==> config.mk <==
export PLATFORM = sky130hd
export DESIGN_NAME = itof_wb_queue
export DESIGN_NICKNAME = d
export VERILOG_FILES = /design/src/rtl/fpu_pkg.sv /design/src/rtl/fpu_res_fifo.sv /design/src/rtl/itof_wb_queue.sv
export SDC_FILE = /design/constraint.sdc
export NUM_CORES = 1
export LEC_CHECK = 0
export ABC_AREA = 1
export CAP_MARGIN = 10
export CORE_ASPECT_RATIO = 1.25
export CORE_UTILIZATION = 40
export CTS_CLUSTER_SIZE = 25
export DETAILED_ROUTE_END_ITERATION = 6
export HOLD_SLACK_MARGIN = 0.05
export PLACE_DENSITY = 0.61
export REMOVE_ABC_BUFFERS = 1
export SETUP_SLACK_MARGIN = 0.5
export SLEW_MARGIN = 20
export SYNTH_ARGS = -nofsm -noshare
export SYNTH_HDL_FRONTEND = slang
export SYNTH_SLANG_ARGS = --single-unit
==> constraint.sdc <==
create_clock -name clk -period 2.93 [get_ports clk]
set_input_delay 0.293 -clock clk [delete_from_list [all_inputs] [get_ports clk]]
set_output_delay 0.293 -clock clk [all_outputs]
set_load 0.1 [all_outputs]
==> src/rtl/fpu_pkg.sv <==
// Shared FP-unit types for the itof writeback path.
//   FP_TAG_W   : destination FP register tag width
//   ITOF_LAT   : pipeline depth of the int-to-float converter
//   fp_tag_t   : destination tag
//   wb_entry_t : one buffered writeback (tag + float result)
package fpu_pkg;

  localparam int FP_TAG_W = 5;
  localparam int ITOF_LAT = 2;

  typedef logic [FP_TAG_W-1:0] fp_tag_t;

  typedef struct packed {
    fp_tag_t     tag;
    logic [31:0] data;
  } wb_entry_t;

endpackage

==> src/rtl/fpu_res_fifo.sv <==
// Synchronous result FIFO feeding the FP register-file writeback port.
// The head entry reads as zero while the FIFO is empty.
// Ports:
//   clk, rstn  : clock, asynchronous active-low reset
//   flush      : synchronous clear of pointers and count (wins over push/pop)
//   push       : write push_data at the tail
//   push_data  : entry to write
//   pop        : consume the head (ignored when empty)
//   head       : current head entry, zero when empty
//   valid      : FIFO not empty
//   count      : number of buffered entries
module fpu_res_fifo
  import fpu_pkg::*;
#(
  parameter int  DEPTH   = 4,
  parameter type entry_t = wb_entry_t
) (
  input  logic                   clk,
  input  logic                   rstn,
  input  logic                   flush,
  input  logic                   push,
  input  entry_t                 push_data,
  input  logic                   pop,
  output entry_t                 head,
  output logic                   valid,
  output logic [$clog2(DEPTH):0] count
);

  localparam int PW = $clog2(DEPTH);

  entry_t        mem [DEPTH];
  logic [PW-1:0] wr_ptr;
  logic [PW-1:0] rd_ptr;
  logic          do_push;
  logic          do_pop;

  assign valid   = (count != '0);
  assign do_push = push && !flush;
  assign do_pop  = pop && valid && !flush;

  // DEPTH is a power of two, so the pointers wrap naturally.
  always_ff @(posedge clk or negedge rstn) begin
    if (!rstn) begin
      wr_ptr <= '0;
      rd_ptr <= '0;
      count  <= '0;
    end else if (flush) begin
      wr_ptr <= '0;
      rd_ptr <= '0;
      count  <= '0;
    end else begin
      if (do_push) wr_ptr <= wr_ptr + PW'(1);
      if (do_pop)  rd_ptr <= rd_ptr + PW'(1);
      case ({do_push, do_pop})
        2'b10:   count <= count + (PW+1)'(1);
        2'b01:   count <= count - (PW+1)'(1);
        default: count <= count;
      endcase
    end
  end

  // Storage is not reset; only entries below count are ever observed.
  always_ff @(posedge clk) begin
    if (do_push) mem[wr_ptr] <= push_data;
  end

  assign head = valid ? mem[rd_ptr] : '0;

  // The issue credit scheme must make this impossible.
  a_no_push_when_full: assert property (@(posedge clk) disable iff (!rstn)
    !(push && !flush && count == (PW+1)'(DEPTH)));

endmodule

==> src/rtl/itof_wb_queue.sv <==
// Writeback side of the pipelined int-to-float converter. Carries each issued
// op's destination tag down a delay line matching itof's latency, captures
// itof_y when the tag emerges, and buffers results for writeback. Because
// itof cannot stall, issue is throttled by credits: an op is only accepted
// when its result is guaranteed a FIFO slot.
// Ports:
//   clk, rstn : clock, asynchronous active-low reset
//   flush     : synchronous kill of all in-flight and buffered ops
//   x_valid   : op issued to itof this cycle
//   x_tag     : destination tag of the issued op
//   x_ready   : credit available (registered)
//   itof_y    : itof result bus
//   wb_valid  : FIFO head valid
//   wb_tag    : FIFO head tag (0 when empty)
//   wb_data   : FIFO head result (0 when empty)
//   wb_ready  : writeback consumes the head
module itof_wb_queue
  import fpu_pkg::*;
#(
  parameter int LAT   = ITOF_LAT,
  parameter int DEPTH = 4,
  parameter int TAG_W = FP_TAG_W
) (
  input  logic             clk,
  input  logic             rstn,
  input  logic             flush,
  input  logic             x_valid,
  input  logic [TAG_W-1:0] x_tag,
  output logic             x_ready,
  input  logic [31:0]      itof_y,
  output logic             wb_valid,
  output logic [TAG_W-1:0] wb_tag,
  output logic [31:0]      wb_data,
  input  logic             wb_ready
);

  typedef struct packed {
    logic [TAG_W-1:0] tag;
    logic [31:0]      data;
  } entry_t;

  // Wide enough to hold count + inflight, whose maximum is DEPTH + LAT.
  localparam int CW = $clog2(DEPTH + LAT + 1);
  localparam int FW = $clog2(DEPTH) + 1;

  logic [LAT-1:0]   dl_valid;
  logic [LAT-1:0]   dl_valid_next;
  logic [TAG_W-1:0] dl_tag [LAT];

  logic             accept;
  logic             push;
  logic             pop;
  entry_t           push_entry;
  entry_t           head;
  logic [FW-1:0]    count;
  logic [CW-1:0]    count_next;
  logic [CW-1:0]    inflight_next;
  logic             ready_next;

  assign accept     = x_valid && x_ready && !flush;
  assign push       = dl_valid[LAT-1] && !flush;
  assign pop        = wb_valid && wb_ready && !flush;
  assign push_entry = '{tag: dl_tag[LAT-1], data: itof_y};

  always_comb begin
    dl_valid_next    = '0;
    dl_valid_next[0] = accept;
    for (int i = 1; i < LAT; i++) dl_valid_next[i] = dl_valid[i-1];
    if (flush) dl_valid_next = '0;
  end

  // Tags shift unconditionally; only the valid bits decide what is captured.
  always_ff @(posedge clk or negedge rstn) begin
    if (!rstn) begin
      dl_valid <= '0;
      for (int i = 0; i < LAT; i++) dl_tag[i] <= '0;
    end else begin
      dl_valid  <= dl_valid_next;
      dl_tag[0] <= x_tag;
      for (int i = 1; i < LAT; i++) dl_tag[i] <= dl_tag[i-1];
    end
  end

  // Credit is computed from the post-edge occupancy so x_ready can be a flop.
  always_comb begin
    count_next = CW'(count);
    if (flush)             count_next = '0;
    else if (push && !pop) count_next = count_next + CW'(1);
    else if (pop && !push) count_next = count_next - CW'(1);

    inflight_next = '0;
    for (int i = 0; i < LAT; i++) inflight_next = inflight_next + CW'(dl_valid_next[i]);

    ready_next = (count_next + inflight_next) < CW'(DEPTH);
  end

  always_ff @(posedge clk or negedge rstn) begin
    if (!rstn) x_ready <= 1'b1;
    else       x_ready <= ready_next;
  end

  fpu_res_fifo #(
    .DEPTH   (DEPTH),
    .entry_t (entry_t)
  ) u_fifo (
    .clk       (clk),
    .rstn      (rstn),
    .flush     (flush),
    .push      (push),
    .push_data (push_entry),
    .pop       (pop),
    .head      (head),
    .valid     (wb_valid),
    .count     (count)
  );

  assign wb_tag  = head.tag;
  assign wb_data = head.data;

endmodule

==> results of run 1 <==
-- logic make-up (layout without fill, tap and decap cells) --
family,count (synthesis),in the layout
adder cells (fa/ha/maj),8,8
AO/OA/AOI/OAI,120,120
buffers and inverters,51,152
AND/OR/NAND/NOR,194,194
flip-flops,168,168
-- sequential cells by signal (all words and copies together), names as in the netlist --
signal / flops
u_fifo.count: 3
dl_tag: 10
dl_valid: 2
x_ready: 1
u_fifo.rd_ptr: 2
u_fifo.wr_ptr: 2
u_fifo.mem: 148
-- stage by stage --
stage | setup WS, ns | setup TNS (ns) | hold slack (ns)
after global placement | 0.784 | 0 | 0.335
after CTS | 0.467 | 0 | 0.298
after global routing | 0.491 | 0 | 0.286
after floorplan | -0.921 | -33.52 | -0.00259
after detailed placement | 0.694 | 0 | 0.336
final | 0.610 | 0 | 0.307
-- routing by layer --
| metal | wire length [um] | GRT usage [%] | vias to the layer above | share of wire (%) |
|---|---|---|---|---|
| met2 | 7100 | 29.6 | 101 | 51 |
| met1 | 6000 | 21.7 | 2043 | 43 |
| met5 | 13 | 0 | - | 0.093 |
| li1 | - | - | 2054 | - |
| met3 | 647 | 5.15 | 19 | 4.6 |
| met4 | 165 | 5.38 | 2 | 1.2 |
-- report_power, final --
group | switching, W | internal, W | total (W) | leakage, nW
registers | 0.0000235 | 0.00265 | 0.00267 | 1.58
clock network | 0.000904 | 0.00135 | 0.00225 | 0.289
logic | 0.00197 | 0.000906 | 0.00288 | 1.26
total | 0.00290 | 0.00490 | 0.00780 | 3.13
-- what timing repair did --
item,in CTS,in global routing
gates resized for setup,0,6
cloned,0,0
pin swaps,1,0
endpoints found under the setup margin,25,37
buffers inserted,4,0
-- worst reg2reg max path: cells and delay by family (launching register included) --
kind / cells / cell delay (ns)
AOI/OAI and AO/OA: 2 / 0.21
adders and majority gates: 2 / 0.50
and+or+nand+nor: 9 / 0.79
DFF: 1 / 0.40
buffers and inverters: 1 / 0.09
-- cells in the final DEF, fill, tap and decap left out --
cell | Yosys | routed
a21oi_1 | 39 | 39
buf_12 | 0 | 40
buf_4 | 6 | 13
buf_6 | 0 | 3
bufinv_16 | 0 | 3
clkbuf_1 | 2 | 1
clkbuf_16 | 0 | 17
clkdlybuf4s50_1 | 0 | 41
clkinv_1 | 0 | 1
clkinv_2 | 0 | 3
clkinv_4 | 0 | 2
clkinvlp_4 | 0 | 2
dfrtp_1 | 19 | 17
dfrtp_2 | 0 | 2
dfstp_2 | 1 | 1
edfxtp_1 | 148 | 148
ha_1 | 8 | 8
inv_1 | 21 | 20
inv_2 | 2 | 1
inv_4 | 0 | 1
inv_6 | 0 | 4
nand2_1 | 18 | 18
nand2_2 | 3 | 3
nand3_1 | 9 | 9
nand3_2 | 1 | 1
nand4_1 | 1 | 1
nor2_1 | 159 | 154
nor2_2 | 3 | 3
nor2_4 | 0 | 5
o21ai_0 | 37 | 37
o21ai_1 | 44 | 44
-- worst paths after layout --
| kind | slack [ns] | start | cells past startpoint | end |
|---|---|---|---|---|
| max reg2reg | 0.86 | u_fifo.count[1]$_DFFE_PN0P_ | 14 | x_ready$_DFF_PN1_ |
| min in group asynchronous | 0.39 | rstn | 1 | dl_tag[7]$_DFF_PN0_ |
| max | 0.61 | u_fifo.rd_ptr[0]$_DFFE_PN0P_ | 5 | wb_data[0] |
| max in group asynchronous | 1.90 | rstn | 1 | u_fifo.rd_ptr[1]$_DFFE_PN0P_ |
| min reg2reg | 0.35 | dl_tag[7]$_DFF_PN0_ | 0 | dl_tag[2]$_DFF_PN0_ |
| min | 0.31 | x_tag[1] | 1 | dl_tag[6]$_DFF_PN0_ |
-- cell type report --
type	count	area [sq um]	share of cell area, %
tap	216	270	3.09
inverter	23	90.1	1.03
clock inverter	14	171	1.96
timing repair buffer	97	1340	15.3
multi-input combinational	322	1500	17.2
sequential	168	4950	56.5
clock buffer	18	429	4.90
-- synthesized netlist by cell type (all sizes together) --
master / number
a21oi: 39
buf: 22
clkbuf: 6
dfrtp: 19
dfstp: 1
edfxtp: 148
ha: 8
inv: 23
nand2: 21
nand3: 10
nand4: 1
nor2: 162
o21ai: 81
==> flow_summary.json, run 1 <==
{
  "grt_pass1_wl_um": 22400,
  "finalSetupViolCount": 0,
  "dieArea_sq_um": 17100,
  "synth_cells": 541,
  "synth_fa_ha_area_share_pct": 1.51,
  "totalWireLength_um": 13900,
  "path_class": "flop to output port",
  "syn_area_sq_um": 6640,
  "synth-simple-area-share_pct": 11.5,
  "yosys_register_bits": 168,
  "ys_top_cells_by_area": "edfxtp_1 67%, nor2_1 9.0%, dfrtp_1 7.2%",
  "worstSetupEndpointType": "output port",
  "io_buffers": 80,
  "cts_tree": "done",
  "gr-usage-all-layers_pct": 17.6,
  "worst_slew_pin_slew_ns": 0.923,
  "drtIter0Drc": 285,
  "antenna_found_initial": 1,
  "synth_top_family_by_area": "simple AND/OR/NAND/NOR gates",
  "cts_sinks": 168,
  "postPlaceCellArea_sq_um": 8110,
  "die_w_um": 117,
  "cp.arrival_ns": 2.03,
  "cts_max_level": 4,
  "powerDensity_nw_per_um2": 891,
  "final_max_slew_viol_count": 0,
  "period_share_pct": 79.2,
  "design_area_sq_um": 8750,
  "stdcell_count": 858,
  "grt_max_degree": 49,
  "cp_max_fo": 33,
  "dp_hpwl_um": 8050,
  "fin_nets": 679,
  "fmax_ghz": 0.431,
  "hold_class": "primary input to flop",
  "yosysSeqAreaShare_pct": 74.4,
  "path_delay_family": "buffers and inverters",
  "startpoint_type": "flop",
  "ys_warn_count": 0,
  "finalPower_w": 0.00780,
  "detail-route-antenna-nets": 0,
  "critPathMostFrequentCell": "buf_12",
  "grt_setup_unrepaired": "true",
  "maxCapViolCount": 0,
  "pin_count": 81,
  "num_vias": 4219,
  "cp_cell_sequence": "clkinv_2 -> buf_12 -> o21ai_0 -> a21oi_1 -> buf_12",
  "synth_compound_area_share_pct": 9.04,
  "syn_to_final_growth_pct": 31.8,
  "place.gp.congestion": 0.888,
  "antennaDiodeCount": 0,
  "clock_latency_ns": 0.42,
  "ir_drop_uv": 436,
  "p_leak_nw": 3.13,
  "root_buffer": "clkbuf_16",
  "fin_skew_ns": 0.00492,
  "clockBufferDepth": 2,
  "firstDrtPassIters": 4,
  "start_util_pct": 41.0,
  "drc": 0,
  "status": "finished clean",
  "place_inst": 822,
  "ctsHoldBuffers": 0,
  "synth_top_area_share_pct": 66.9,
  "period_needed_ns": 2.32,
  "yosysUniqueCellTypes": 21,
  "clk_pin_slew_ns": 0.07,
  "finish.utilization_pct": 54.0,
  "route.detailed.wl_per_inst_um": 16.2,
  "die_height_um": 146,
  "grt_pass1_vias": 4298,
  "cts_made_buffers": 17,
  "grt_overflow": 0,
  "cp.required_ns": 2.64,
  "critPathBufInv": 3,
  "viasPerCell": 4.92,
  "final.fill_count": 1311,
  "muxShareOfSynthArea_pct": 0,
  "core_area_sq_um": 16200,
  "syn_avg_cell_area_sq_um": 12.3,
  "synth_xor_xnor_area_share_pct": 0,
  "hold_viol": 0,
  "rows": 52,
  "maxSlewHeadroom_pct": 38.3,
  "yosys.area.top_type": "edfxtp_1",
  "slowest_delay_ns": 0.42,
  "critPathSlowestCell": "dfrtp_2",
  "drive_gt1_share_pct": 16.2
}
No activity file was read; power rests on OpenSTA's default activity.
==> inputs of run 2 (changes only) <==
==> constraint.sdc (replaced) <==
create_clock -name clk -period 2.36 [get_ports clk]
set_input_delay 0.236 -clock clk [delete_from_list [all_inputs] [get_ports clk]]
set_output_delay 0.236 -clock clk [all_outputs]
set_load 0.1 [all_outputs]
==> flow_summary.json, run 2 (synthesized netlist as in run 1, its figures left out) <==
{
  "status": "finished clean",
  "fin_skew_ns": 0.00563,
  "critPathSlowestCell": "dfrtp_2",
  "maxSlewHeadroom_pct": 76.5,
  "p_int_w": 0.00685,
  "clk_pin_slew_ns": 0.06,
  "detail-route-antenna-nets": 0,
  "finalPower_w": 0.0109,
  "hold_class": "primary input to async pin",
  "grt_overflow": 0,
  "grt_pass1_vias": 4673,
  "seqCellArea_sq_um": 4950,
  "core_area_sq_um": 16200,
  "die_height_um": 146,
  "die_w_um": 117,
  "drc": 0,
  "tns_ns": 0,
  "hold_viol": 0,
  "antennaDiodeCount": 0,
  "cts_max_level": 4,
  "r2r_setup_slack_ns": 0.53,
  "firstDrtPassIters": 4,
  "seq_power_share_pct": 30.4,
  "start_util_pct": 41.0,
  "cts_made_buffers": 17,
  "ff2ff_path_depth": 12,
  "p_comb_share_pct": 43.9,
  "cp_cell_sequence": "buf_12 -> clkinv_8 -> clkbuf_16 -> o21ai_1 -> a21oi_4 -> buf_12",
  "worstSetupEndpointType": "output port",
  "gr-usage-all-layers_pct": 19.5,
  "ctsHoldBuffers": 0,
  "cts_tree": "done",
  "layout_commonest_cell": "edfxtp_1",
  "worst_slew_pin_slew_ns": 0.353,
  "fin_nets": 706,
  "fmax_ghz": 0.475,
  "place.gp.congestion": 0.860,
  "final.fill_count": 1151,
  "root_buffer": "clkbuf_16",
  "p_leak_nw": 3.51,
  "layout_common_cells": "148 x edfxtp_1, 132 x nor2_1, 48 x buf_12",
  "powerDensity_nw_per_um2": 1090,
  "finish.utilization_pct": 61.8,
  "pin_count": 81,
  "grt_pass1_wl_um": 24400,
  "clock_latency_ns": 0.41,
  "io_buffers": 80,
  "route.detailed.wl_per_inst_um": 18.8,
  "final_max_slew_viol_count": 0,
  "viasPerCell": 5.17,
  "r2r_start": "u_fifo.count[1]$_DFFE_PN0P_",
  "critPathMostFrequentCell": "buf_12",
  "startpoint_type": "flop",
  "clockBufferDepth": 2,
  "grt_setup_unrepaired": "true",
  "cts_sinks": 168,
  "ir_drop_uv": 780,
  "dieArea_sq_um": 17100,
  "dp_hpwl_um": 8240,
  "switching_power_w": 0.00409,
  "antenna_found_initial": 1,
  "swShare_pct": 37.4,
  "grt_max_degree": 38,
  "rr_endpoint": "x_ready$_DFF_PN1_",
  "path_class": "flop to output port",
  "cp.arrival_ns": 1.87,
  "finalSetupViolCount": 0,
  "period_share_pct": 89.1,
  "slowest_delay_ns": 0.44,
  "totalWireLength_um": 16600,
  "regMostFlops": "u_fifo.mem",
  "largest_reg_flops": 148,
  "design_area_sq_um": 10000,
  "cp.required_ns": 2.12,
  "period_needed_ns": 2.10,
  "clkPwrFrac_pct": 25.7,
  "postPlaceCellArea_sq_um": 8170,
  "drive_gt1_share_pct": 35.3,
  "hold_slack_ns": 0.165,
  "cp_max_fo": 14,
  "num_vias": 4579,
  "syn_to_final_growth_pct": 50.7,
  "rows": 52,
  "largestRegisters": "u_fifo.mem (148), dl_tag (10), u_fifo.count (3)",
  "maxCapViolCount": 0,
  "drtIter0Drc": 310,
  "multiInputGateArea_sq_um": 2100
}
## run 2: power groups by stage
stage | logic (W) | clock network [W] | registers (W)
2_1_floorplan | 0.00208 | 0 | 0.00345
3_3_place_gp | 0.00350 | 0 | 0.00338
3_5_place_dp | 0.00352 | 0 | 0.00338
4_1_cts | 0.00441 | 0.00285 | 0.00332
5_1_grt | 0.00496 | 0.00300 | 0.00332
6_report | 0.00481 | 0.00282 | 0.00332
## run 2: final cells by class
type	instances	share of cell area, %
flip-flops and latches	168	49.4
multi-input cells	322	21.0
repair buffers	123	19.6
clock buffers	22	5.06
well taps	216	2.70
clock inverters	10	1.14
inverters	23	1.01
repair inverters	1	0.0875
## run 2: worst max path at each step
stage | start | endpoint | slack, ns | cells past startpoint
after global placement | flush | x_ready$_DFF_PN1_ | 0.28 | 12
final | u_fifo.rd_ptr[0]$_DFFE_PN0P_ | wb_data[11] | 0.26 | 6
after floorplan | u_fifo.rd_ptr[0]$_DFFE_PN0P_ | wb_data[0] | -1.43 | 3
after CTS | u_fifo.rd_ptr[0]$_DFFE_PN0P_ | wb_tag[0] | 0.27 | 6
after detailed placement | flush | x_ready$_DFF_PN1_ | 0.18 | 11
after global routing | u_fifo.rd_ptr[0]$_DFFE_PN0P_ | wb_data[2] | 0.21 | 7
## run 2: per-stage QoR
| stage | setup slack, ns | cells |
|---|---|---|
| 2_1_floorplan | -1.43 | 513 |
| 3_3_place_gp | 0.284 | 823 |
| 3_5_place_dp | 0.184 | 823 |
| 4_1_cts | 0.267 | 874 |
| 5_1_grt | 0.207 | 885 |
| 6_report | 0.257 | 885 |
## run 2: repair_timing
action                     4_1_cts  5_1_grt
resized for setup              102       88
setup endpoints to repair       38       40
gates cloned                     8        8
pin swaps                       14       34
setup buffers                   11        3
## run 2: metal layers
| layer | up-vias | global-route usage (%) | wire length, um |
|---|---|---|---|
| met1 | 2291 | 23.9 | 6460 |
| met2 | 154 | 33.8 | 9010 |
| li1 | 2122 | - | - |
| met5 | - | 0 | 13 |
| met4 | 2 | 5.32 | 114 |
| met3 | 10 | 4.69 | 1060 |
## run 2: worst max-delay path, delay by kind of cell, from the launching register on
kind	cells	cell delay, ns
AOI/OAI and AO/OA	2	0.33
buffers and inverters	4	0.68
DFF	1	0.44
==> inputs of run 3 (changes only) <==
--- a/config.mk
+++ b/config.mk
@@ -8,6 +8,7 @@
 export ABC_AREA = 1
 export CAP_MARGIN = 10
 export CORE_ASPECT_RATIO = 1.25
+export CORE_MARGIN = 2
 export CORE_UTILIZATION = 40
 export CTS_CLUSTER_SIZE = 25
 export DETAILED_ROUTE_END_ITERATION = 6
@@ -15,7 +16,6 @@
 export PLACE_DENSITY = 0.61
 export REMOVE_ABC_BUFFERS = 1
 export SETUP_SLACK_MARGIN = 0.5
-export SLEW_MARGIN = 20
 export SYNTH_ARGS = -nofsm -noshare
 export SYNTH_HDL_FRONTEND = slang
 export SYNTH_SLANG_ARGS = --single-unit
==> flow_summary.json, run 3 (synthesized netlist as in run 1, its figures left out) <==
{
  "grt_pass1_vias": 4527,
  "critPathBufInv": 4,
  "route.detailed.wl_per_inst_um": 20.4,
  "pin_count": 81,
  "rows": 52,
  "layout_commonest_cell": "edfxtp_1",
  "startpoint_type": "flop",
  "cp.required_ns": 2.12,
  "path_delay_family": "buffers and inverters",
  "ctsHoldBuffers": 0,
  "totalWireLength_um": 18300,
  "cts_made_buffers": 17,
  "layout_common_cells": "148 x edfxtp_1, 146 x nor2_1, 49 x buf_12",
  "die_w_um": 119,
  "p_int_w": 0.00667,
  "grt_pass1_wl_um": 24100,
  "die_height_um": 148,
  "cp_cell_sequence": "buf_12 -> clkinv_8 -> clkbuf_16 -> o21ai_1 -> a21oi_4 -> buf_12",
  "stdcell_count": 897,
  "grt_max_degree": 52,
  "cts_max_level": 4,
  "maxSlewHeadroom_pct": 78.4,
  "cp.arrival_ns": 1.90,
  "finalSetupViolCount": 0,
  "period_share_pct": 90.4,
  "grt_overflow": 0,
  "fin_skew_ns": 0.00736,
  "p_comb_share_pct": 46.0,
  "core_area_sq_um": 16200,
  "fmax_ghz": 0.469,
  "dieArea_sq_um": 17700,
  "cp_max_fo": 11,
  "worstSetupEndpointType": "output port",
  "swShare_pct": 39.0,
  "finish.utilization_pct": 61.9,
  "fin_nets": 717,
  "clk_pin_slew_ns": 0.06,
  "firstDrtPassIters": 5,
  "start_util_pct": 41.0,
  "clock_latency_ns": 0.42,
  "hold_class": "primary input to async pin",
  "drtIter0Drc": 366,
  "cts_sinks": 168,
  "slowest_delay_ns": 0.42,
  "p_leak_nw": 3.55,
  "clockBufferDepth": 2,
  "antenna_found_initial": 1,
  "status": "finished clean",
  "switching_power_w": 0.00426,
  "num_vias": 4735,
  "path_class": "flop to output port",
  "dp_hpwl_um": 8340,
  "worst_slew_pin_slew_ns": 0.323,
  "clkPwrFrac_pct": 23.6,
  "largestRegisters": "u_fifo.mem (148), dl_tag (10), u_fifo.count (3)",
  "ir_drop_uv": 871,
  "seq_power_share_pct": 30.4,
  "cts_tree": "done",
  "largest_reg_flops": 148,
  "place_inst": 824,
  "syn_to_final_growth_pct": 50.8,
  "detail-route-antenna-nets": 0,
  "final_max_slew_viol_count": 0,
  "critPathMostFrequentCell": "buf_12",
  "critPathSlowestCell": "dfrtp_2",
  "viasPerCell": 5.28,
  "hold_viol": 0,
  "io_buffers": 80,
  "drive_gt1_share_pct": 33.7,
  "powerDensity_nw_per_um2": 1090,
  "gr-usage-all-layers_pct": 18.0,
  "place.gp.congestion": 0.860,
  "period_needed_ns": 2.13,
  "maxCapViolCount": 0,
  "regMostFlops": "u_fifo.mem",
  "drc": 0,
  "root_buffer": "clkbuf_16",
  "grt_setup_unrepaired": "true"
}
run 3: cell count changes in the layout (fill, tap and decap cells not counted), sizes merged:
cell,delta
buf,+9
inv,+1
clkbuf,-2
diode,+1
bufinv,-1
clkinv,+4
run 3: power groups by stage:
stage,sequential [W],combinational [W],clock [W]
detailed placement,0.00338,0.00354,0
finish,0.00332,0.00503,0.00258
global placement,0.00338,0.00351,0
CTS,0.00332,0.00434,0.00259
floorplan,0.00345,0.00208,0
global route,0.00332,0.00517,0.00274
run 3: worst reg2reg max path, cell delays in order (launching register included):
cell	delay [ns]
dfrtp_1	0.36
inv_2	0.07
ha_4	0.16
buf_6	0.12
nand2_8	0.07
nand2_4	0.07
nand2_4	0.10
nand2_4	0.07
nand2_4	0.08
o21ai_2	0.05
ha_1	0.28
nand2_2	0.05
nand2_2	0.08
nand3_2	0.08
o21ai_1	0.15
nand3_1	0.10
run 3: stage by stage:
| step | setup TNS [ns] | setup WS (ns) | power (W) | area [sq um] | hold slack (ns) |
|---|---|---|---|---|---|
| 5_1_grt | 0 | 0.148 | 0.0112 | 10000 | 0.156 |
| 6_report | 0 | 0.227 | 0.0109 | 10000 | 0.149 |
| 3_3_place_gp | 0 | 0.302 | 0.00689 | 8190 | 0.334 |
| 3_5_place_dp | 0 | 0.176 | 0.00693 | 8190 | 0.335 |
| 4_1_cts | 0 | 0.279 | 0.0103 | 9320 | 0.149 |
| 2_1_floorplan | -99.00 | -1.43 | 0.00553 | 6500 | -0.0596 |
run 3: per-layer routing:
metal / wire [um] / up-vias / share of wire, % / track usage [%]
met1: 7220 / 2372 / 39 / 21.6
met2: 9620 / 185 / 52 / 30.7
li1: - / 2160 / - / -
met3: 1260 / 18 / 6.9 / 5.64
met4: 233 / 0 / 1.3 / 6.43
met5: 0 / - / 0 / 0
run 3: worst paths after layout:
kind,startpoint,endpoint,slack [ns],cells past startpoint
worst max-delay path,u_fifo.rd_ptr[0]$_DFFE_PN0P_,wb_data[25],0.23,6
worst min-delay path,rstn,dl_tag[2]$_DFF_PN0_,0.15,2
worst max register to register,u_fifo.count[1]$_DFFE_PN0P_,x_ready$_DFF_PN1_,0.37,15
worst min register to register,dl_tag[9]$_DFF_PN0_,dl_tag[4]$_DFF_PN0_,0.35,0
max in group asynchronous,rstn,x_ready$_DFF_PN1_,1.94,2
min in group clk,x_tag[3],dl_tag[8]$_DFF_PN0_,0.25,1
run 3: layout make-up:
| cell class | count | area [sq um] |
|---|---|---|
| antenna | 1 | 2.50 |
| clock buffer | 17 | 425 |
| clock inverter | 15 | 129 |
| fill | 1119 | 6180 |
| inverter | 23 | 101 |
| multi-input combinational | 322 | 2080 |
| sequential | 168 | 4950 |
| tap | 216 | 270 |
| timing repair buffer | 135 | 2070 |
run 3: what timing repair did:
item	CTS	global route
gates resized for setup	81	92
setup buffers	7	13
endpoints found under the setup margin	38	40
gates cloned	5	15
hold endpoints to repair	0	0
pin swaps	1	34
